### config.mk
export PLATFORM = sky130hd
export DESIGN_NAME = shiftreg_rw_ctrl
export DESIGN_NICKNAME = d
export VERILOG_FILES = /design/src/rtl/shiftreg_rw_ctrl.sv
export SDC_FILE = /design/constraint.sdc
export NUM_CORES = 1
export LEC_CHECK = 0
export BUFFER_PORTS_ARGS = -buffer_cell sky130_fd_sc_hd__buf_2
export CORE_MARGIN = 3
export CORE_UTILIZATION = 50
export CTS_BUF_LIST = sky130_fd_sc_hd__clkbuf_4 sky130_fd_sc_hd__clkbuf_8
export DETAILED_ROUTE_END_ITERATION = 7
export GPL_ROUTABILITY_DRIVEN = 0
export PLACE_DENSITY = 0.82
export SKIP_LAST_GASP = 1
export SYNTH_ARGS = -nofsm -noshare
export SYNTH_HDL_FRONTEND = slang
export SYNTH_SLANG_ARGS = --single-unit
### constraint.sdc
create_clock -name clk -period 3.05 [get_ports clk]
set_clock_uncertainty 0.15 [all_clocks]
set_input_delay 0.1525 -clock clk [delete_from_list [all_inputs] [get_ports clk]]
set_output_delay 0.1525 -clock clk [all_outputs]
set_load 0.03 [all_outputs]
### src/rtl/shiftreg_rw_ctrl.sv
// Serial read/write controller for a chip shift register: shifts a word out MSB first
// on sr_din while capturing sr_dout, then pulses sr_load and reports the captured word.
module shiftreg_rw_ctrl #(
  parameter int WIDTH   = 32,
  parameter int CLK_DIV = 4
) (
  input  logic             clk,
  input  logic             rst,
  input  logic             start,
  input  logic [WIDTH-1:0] din,
  output logic [WIDTH-1:0] dout,
  output logic             busy,
  output logic             done,
  output logic             sr_clk,
  output logic             sr_din,
  input  logic             sr_dout,
  output logic             sr_load
);

  localparam int CW = $clog2(WIDTH + 1);
  localparam int DW = (CLK_DIV > 1) ? $clog2(CLK_DIV) : 1;
  localparam logic [CW-1:0] BIT_LAST = CW'(WIDTH - 1);
  localparam logic [DW-1:0] DIV_LAST = DW'(CLK_DIV - 1);

  typedef enum logic [2:0] {
    IDLE     = 3'd0,
    SHIFT_LO = 3'd1,
    SHIFT_HI = 3'd2,
    LOAD     = 3'd3,
    DONE     = 3'd4
  } state_t;

  state_t           state_q, state_d;
  logic [DW-1:0]    div_q, div_d;
  logic [CW-1:0]    bit_q, bit_d;
  logic [WIDTH-1:0] out_sr_q, out_sr_d;
  logic [WIDTH-1:0] cap_sr_q, cap_sr_d;
  logic [WIDTH-1:0] dout_q, dout_d;
  logic             busy_q, busy_d;
  logic             done_q, done_d;
  logic             sr_clk_q, sr_clk_d;
  logic             sr_din_q, sr_din_d;
  logic             sr_load_q, sr_load_d;

  always_comb begin
    state_d  = state_q;
    div_d    = div_q;
    bit_d    = bit_q;
    out_sr_d = out_sr_q;
    cap_sr_d = cap_sr_q;
    dout_d   = dout_q;

    case (state_q)
      IDLE, DONE: begin
        if (start) begin
          state_d  = SHIFT_LO;
          div_d    = '0;
          bit_d    = '0;
          out_sr_d = din;
          cap_sr_d = '0;
        end else begin
          state_d = IDLE;
        end
      end
      SHIFT_LO: begin
        if (div_q == DIV_LAST) begin
          state_d = SHIFT_HI;
          div_d   = '0;
        end else begin
          div_d = div_q + DW'(1);
        end
      end
      SHIFT_HI: begin
        // Capture during the first high cycle, when the chip output has settled.
        if (div_q == '0) begin
          cap_sr_d = {cap_sr_q[WIDTH-2:0], sr_dout};
        end
        if (div_q == DIV_LAST) begin
          div_d    = '0;
          out_sr_d = out_sr_q << 1;
          bit_d    = bit_q + CW'(1);
          state_d  = (bit_q == BIT_LAST) ? LOAD : SHIFT_LO;
        end else begin
          div_d = div_q + DW'(1);
        end
      end
      LOAD: begin
        if (div_q == DIV_LAST) begin
          state_d = DONE;
          div_d   = '0;
          dout_d  = cap_sr_q;
        end else begin
          div_d = div_q + DW'(1);
        end
      end
      default: state_d = IDLE;
    endcase

    // Outputs are decoded from the next state so they are registered yet aligned with it.
    busy_d    = (state_d == SHIFT_LO) || (state_d == SHIFT_HI) || (state_d == LOAD);
    done_d    = (state_d == DONE);
    sr_clk_d  = (state_d == SHIFT_HI);
    sr_load_d = (state_d == LOAD);
    sr_din_d  = ((state_d == SHIFT_LO) || (state_d == SHIFT_HI)) ? out_sr_d[WIDTH-1] : 1'b0;
  end

  always_ff @(posedge clk or negedge rst) begin
    if (!rst) begin
      state_q   <= IDLE;
      div_q     <= '0;
      bit_q     <= '0;
      out_sr_q  <= '0;
      cap_sr_q  <= '0;
      dout_q    <= '0;
      busy_q    <= 1'b0;
      done_q    <= 1'b0;
      sr_clk_q  <= 1'b0;
      sr_din_q  <= 1'b0;
      sr_load_q <= 1'b0;
    end else begin
      state_q   <= state_d;
      div_q     <= div_d;
      bit_q     <= bit_d;
      out_sr_q  <= out_sr_d;
      cap_sr_q  <= cap_sr_d;
      dout_q    <= dout_d;
      busy_q    <= busy_d;
      done_q    <= done_d;
      sr_clk_q  <= sr_clk_d;
      sr_din_q  <= sr_din_d;
      sr_load_q <= sr_load_d;
    end
  end

  assign dout    = dout_q;
  assign busy    = busy_q;
  assign done    = done_q;
  assign sr_clk  = sr_clk_q;
  assign sr_din  = sr_din_q;
  assign sr_load = sr_load_q;

endmodule
==> impl_metrics.json <==
{
  "cp-end-kind": "flip-flop",
  "dp_hpwl_um": 5850,
  "clock_latency_ps": 360,
  "io_pins": 73,
  "drtPass1Iterations": 5,
  "synth_commonest_cells": "nand2_1 (225), dfrtp_1 (112), o21ai_0 (37)",
  "syn_inst": 479,
  "hold_viol_final": 0,
  "cts_root_buf": "clkbuf_8",
  "synth_mux_area_share_pct": 0.474,
  "cts.sinks": 112,
  "fin_crit_ps": 2350,
  "total_power_mw": 3.93,
  "n_antenna_cell": 0,
  "grt_pass1_wl_um": 16500,
  "synth_area_um2": 4490,
  "rrSetupSlack_ps": 700,
  "vdd_drop_max_v": 0.000377,
  "dieArea_um2": 10200,
  "layout-drive-gt1-share_pct": 17.5,
  "track_usage_pct": 20.4,
  "post_cts_buffers": 0,
  "internal_power_mw": 2.53,
  "grt_pass1_vias": 3454,
  "crit_start": "div_q[0]",
  "maxCapViolations": 0,
  "path_class": "flip-flop to flip-flop",
  "antenna_left": 0,
  "slew_headroom_pct": 32.9,
  "setup_viol_count_final": 0,
  "routedWlPerCell_um": 13.9,
  "post_cts_resized": 0,
  "synth_top_family_by_area": "simple AND/OR/NAND/NOR gates",
  "synth.most_common_cell": "nand2_1",
  "setup_tns_ps": 0,
  "grt_overflow": 0,
  "final_cell_area_um2": 5510,
  "reg2reg_to": "bit_q[5]",
  "cts.path.max_buffers": 2,
  "layout.cells.non_filler": 688,
  "antenna_found_initial": 0,
  "p_leak_nw": 2.89,
  "synth_compound_area_share_pct": 10.8,
  "fmax_mhz": 425,
  "synth_area_per_cell_um2": 9.37,
  "grt_max_degree": 66,
  "worstReg2RegStart": "div_q[0]",
  "ys_ff_latch": 112,
  "r2r_cells": 6,
  "final_nets": 617,
  "num_vias": 3642,
  "cp_slowest_cell": "dfrtp_1",
  "endpoint": "bit_q[5]",
  "power_density_nw_per_um2": 712,
  "switchingPower_mw": 1.40,
  "coreArea_um2": 8460,
  "hold_buffers": 35,
  "synthTopCellsByArea": "dfrtp_1 (62%), nand2_1 (19%), a22oi_1 (5.2%)",
  "synth_edf_count": 0,
  "swShare_pct": 35.7,
  "cts_tree": "built",
  "rsz0062_at_grt": "false",
  "worst-path-max-fanout": 35,
  "synth-xor-area-share_pct": 0.585,
  "synthArstFlopShare_pct": 100,
  "die_h_um": 101,
  "clock_power_share_pct": 22.7,
  "synthToLayoutAreaGrowth_pct": 22.8,
  "cts.htree.levels": 3,
  "critical_path.cell_chain": "ha_1, nor3b_4, buf_4, nand4_1, or3_1, a21oi_1",
  "worst_slew_pin_slew_ps": 1010,
  "num_rows": 33,
  "synth_area_leader_cell": "dfrtp_1",
  "drt_wl_total_um": 9600,
  "cts_made_buffers": 9,
  "post_dp_cell_area_um2": 4960,
  "drtIter0Drc": 248,
  "critPathMaxStageDelay_ps": 430,
  "period_share_pct": 77.1,
  "syn_nets": 518,
  "status": "finished clean",
  "yosys.cell_types.count": 30,
  "ys.flop_type": "dfrtp_1",
  "drv_slew": 0,
  "initial_core_util_pct": 53.1,
  "start_kind": "flip-flop",
  "synthSimpleGateAreaFrac_pct": 21.9,
  "clk_pin_slew_ps": 100,
  "hp-class": "input pin to asynchronous set/reset pin",
  "holdWs_ps": 176,
  "drc": 0,
  "synth_top_area_share_pct": 62.4,
  "pwr-share-seq_pct": 49.7,
  "viasPerCell": 5.29,
  "die_w_um": 101,
  "power_frac_comb_pct": 27.6,
  "synthAdderAreaFrac_pct": 0.836,
  "crit_required_ps": 3190,
  "arrival_ps": 2490,
  "io_buffers": 72,
  "seq_area_frac_synth_pct": 62.4,
  "yosysWarningCount": 0,
  "numPlacedInstances": 637
}
==> cells by family after synthesis <==
family | after synthesis
compound gates | 78
buf+inv | 33
flops | 112
fa+ha+maj | 3
mux | 2
xor+xnor | 3
simple gates | 248
==> cells in the final DEF, fill, tap and decap left out, types with 2 or more instances in the layout <==
cell type      count
inv_1              6
nor3_1             2
a22o_1             2
a22oi_1           31
a21oi_1            5
dfrtp_1          112
nor2_1             7
xor2_1             2
nand3b_1           3
o21ai_0           37
dlygate4sd3_1     35
nor2_2             2
clkinv_4           2
buf_4              8
nand2_1          225
clkinv_2           2
ha_1               3
buf_2             71
clkbuf_8          10
==> cell type report <==
cell class	count	area [um^2]
fill	638	2950
sequential	112	2800
multi-input combinational	334	1570
timing repair buffer	115	786
clock buffer	10	138
tap	105	131
clock inverter	6	66.3
inverter	6	22.5
==> how the worst min path moves through the flow <==
| stage | startpoint | to | slack, ps | cells after the start |
|---|---|---|---|---|
| after floorplan | rst | bit_q[0] | -290 | 0 |
| after global placement | rst | dout[21] | 60 | 1 |
| after detailed placement | rst | dout[20] | 70 | 1 |
| after CTS | rst | cap_sr_q[1] | 210 | 2 |
| after global routing | rst | dout[20] | 240 | 2 |
| final | rst | dout[20] | 180 | 2 |
==> through the flow <==
step | setup slack, ps | util [%]
2_1_floorplan | 1100 | -
3_5_place_dp | 751 | 58.6
6_report | 700 | 65.1
5_1_grt | 544 | 65.1
3_3_place_gp | 851 | 58.6
4_1_cts | 716 | 65.1
==> state kept, by name, indices dropped and copies added, names as in the netlist <==
register	count
cap_sr_q	32
dout	32
out_sr_q	32
bit_q	6
state_q	3
div_q	2
busy	1
done	1
sr_clk	1
sr_din	1
sr_load	1
==> critical path, delay by kind of cell (launching register included) <==
kind,cells,cell delay (ps)
adder cells (fa/ha/maj),1,330
AO/OA/AOI/OAI,1,150
buffers and inverters,1,370
flip-flops,1,430
AND/OR/NAND/NOR,3,850
==> power groups by stage <==
stage | registers, mW | clock network, mW | logic, mW
after floorplan | 1.97 | 0 | 0.730
after global placement | 1.95 | 0 | 0.984
after detailed placement | 1.96 | 0 | 1.04
after CTS | 1.94 | 0.917 | 1.08
after global routing | 1.98 | 0.977 | 1.23
final | 1.95 | 0.891 | 1.08
==> layer usage <==
metal | global-route usage (%) | wire, um
met4 | 10.3 | 342
met5 | 0 | 0
met1 | 28.0 | 4230
met2 | 31.9 | 4660
met3 | 2.77 | 365
No activity file was read; power rests on OpenSTA's default activity.
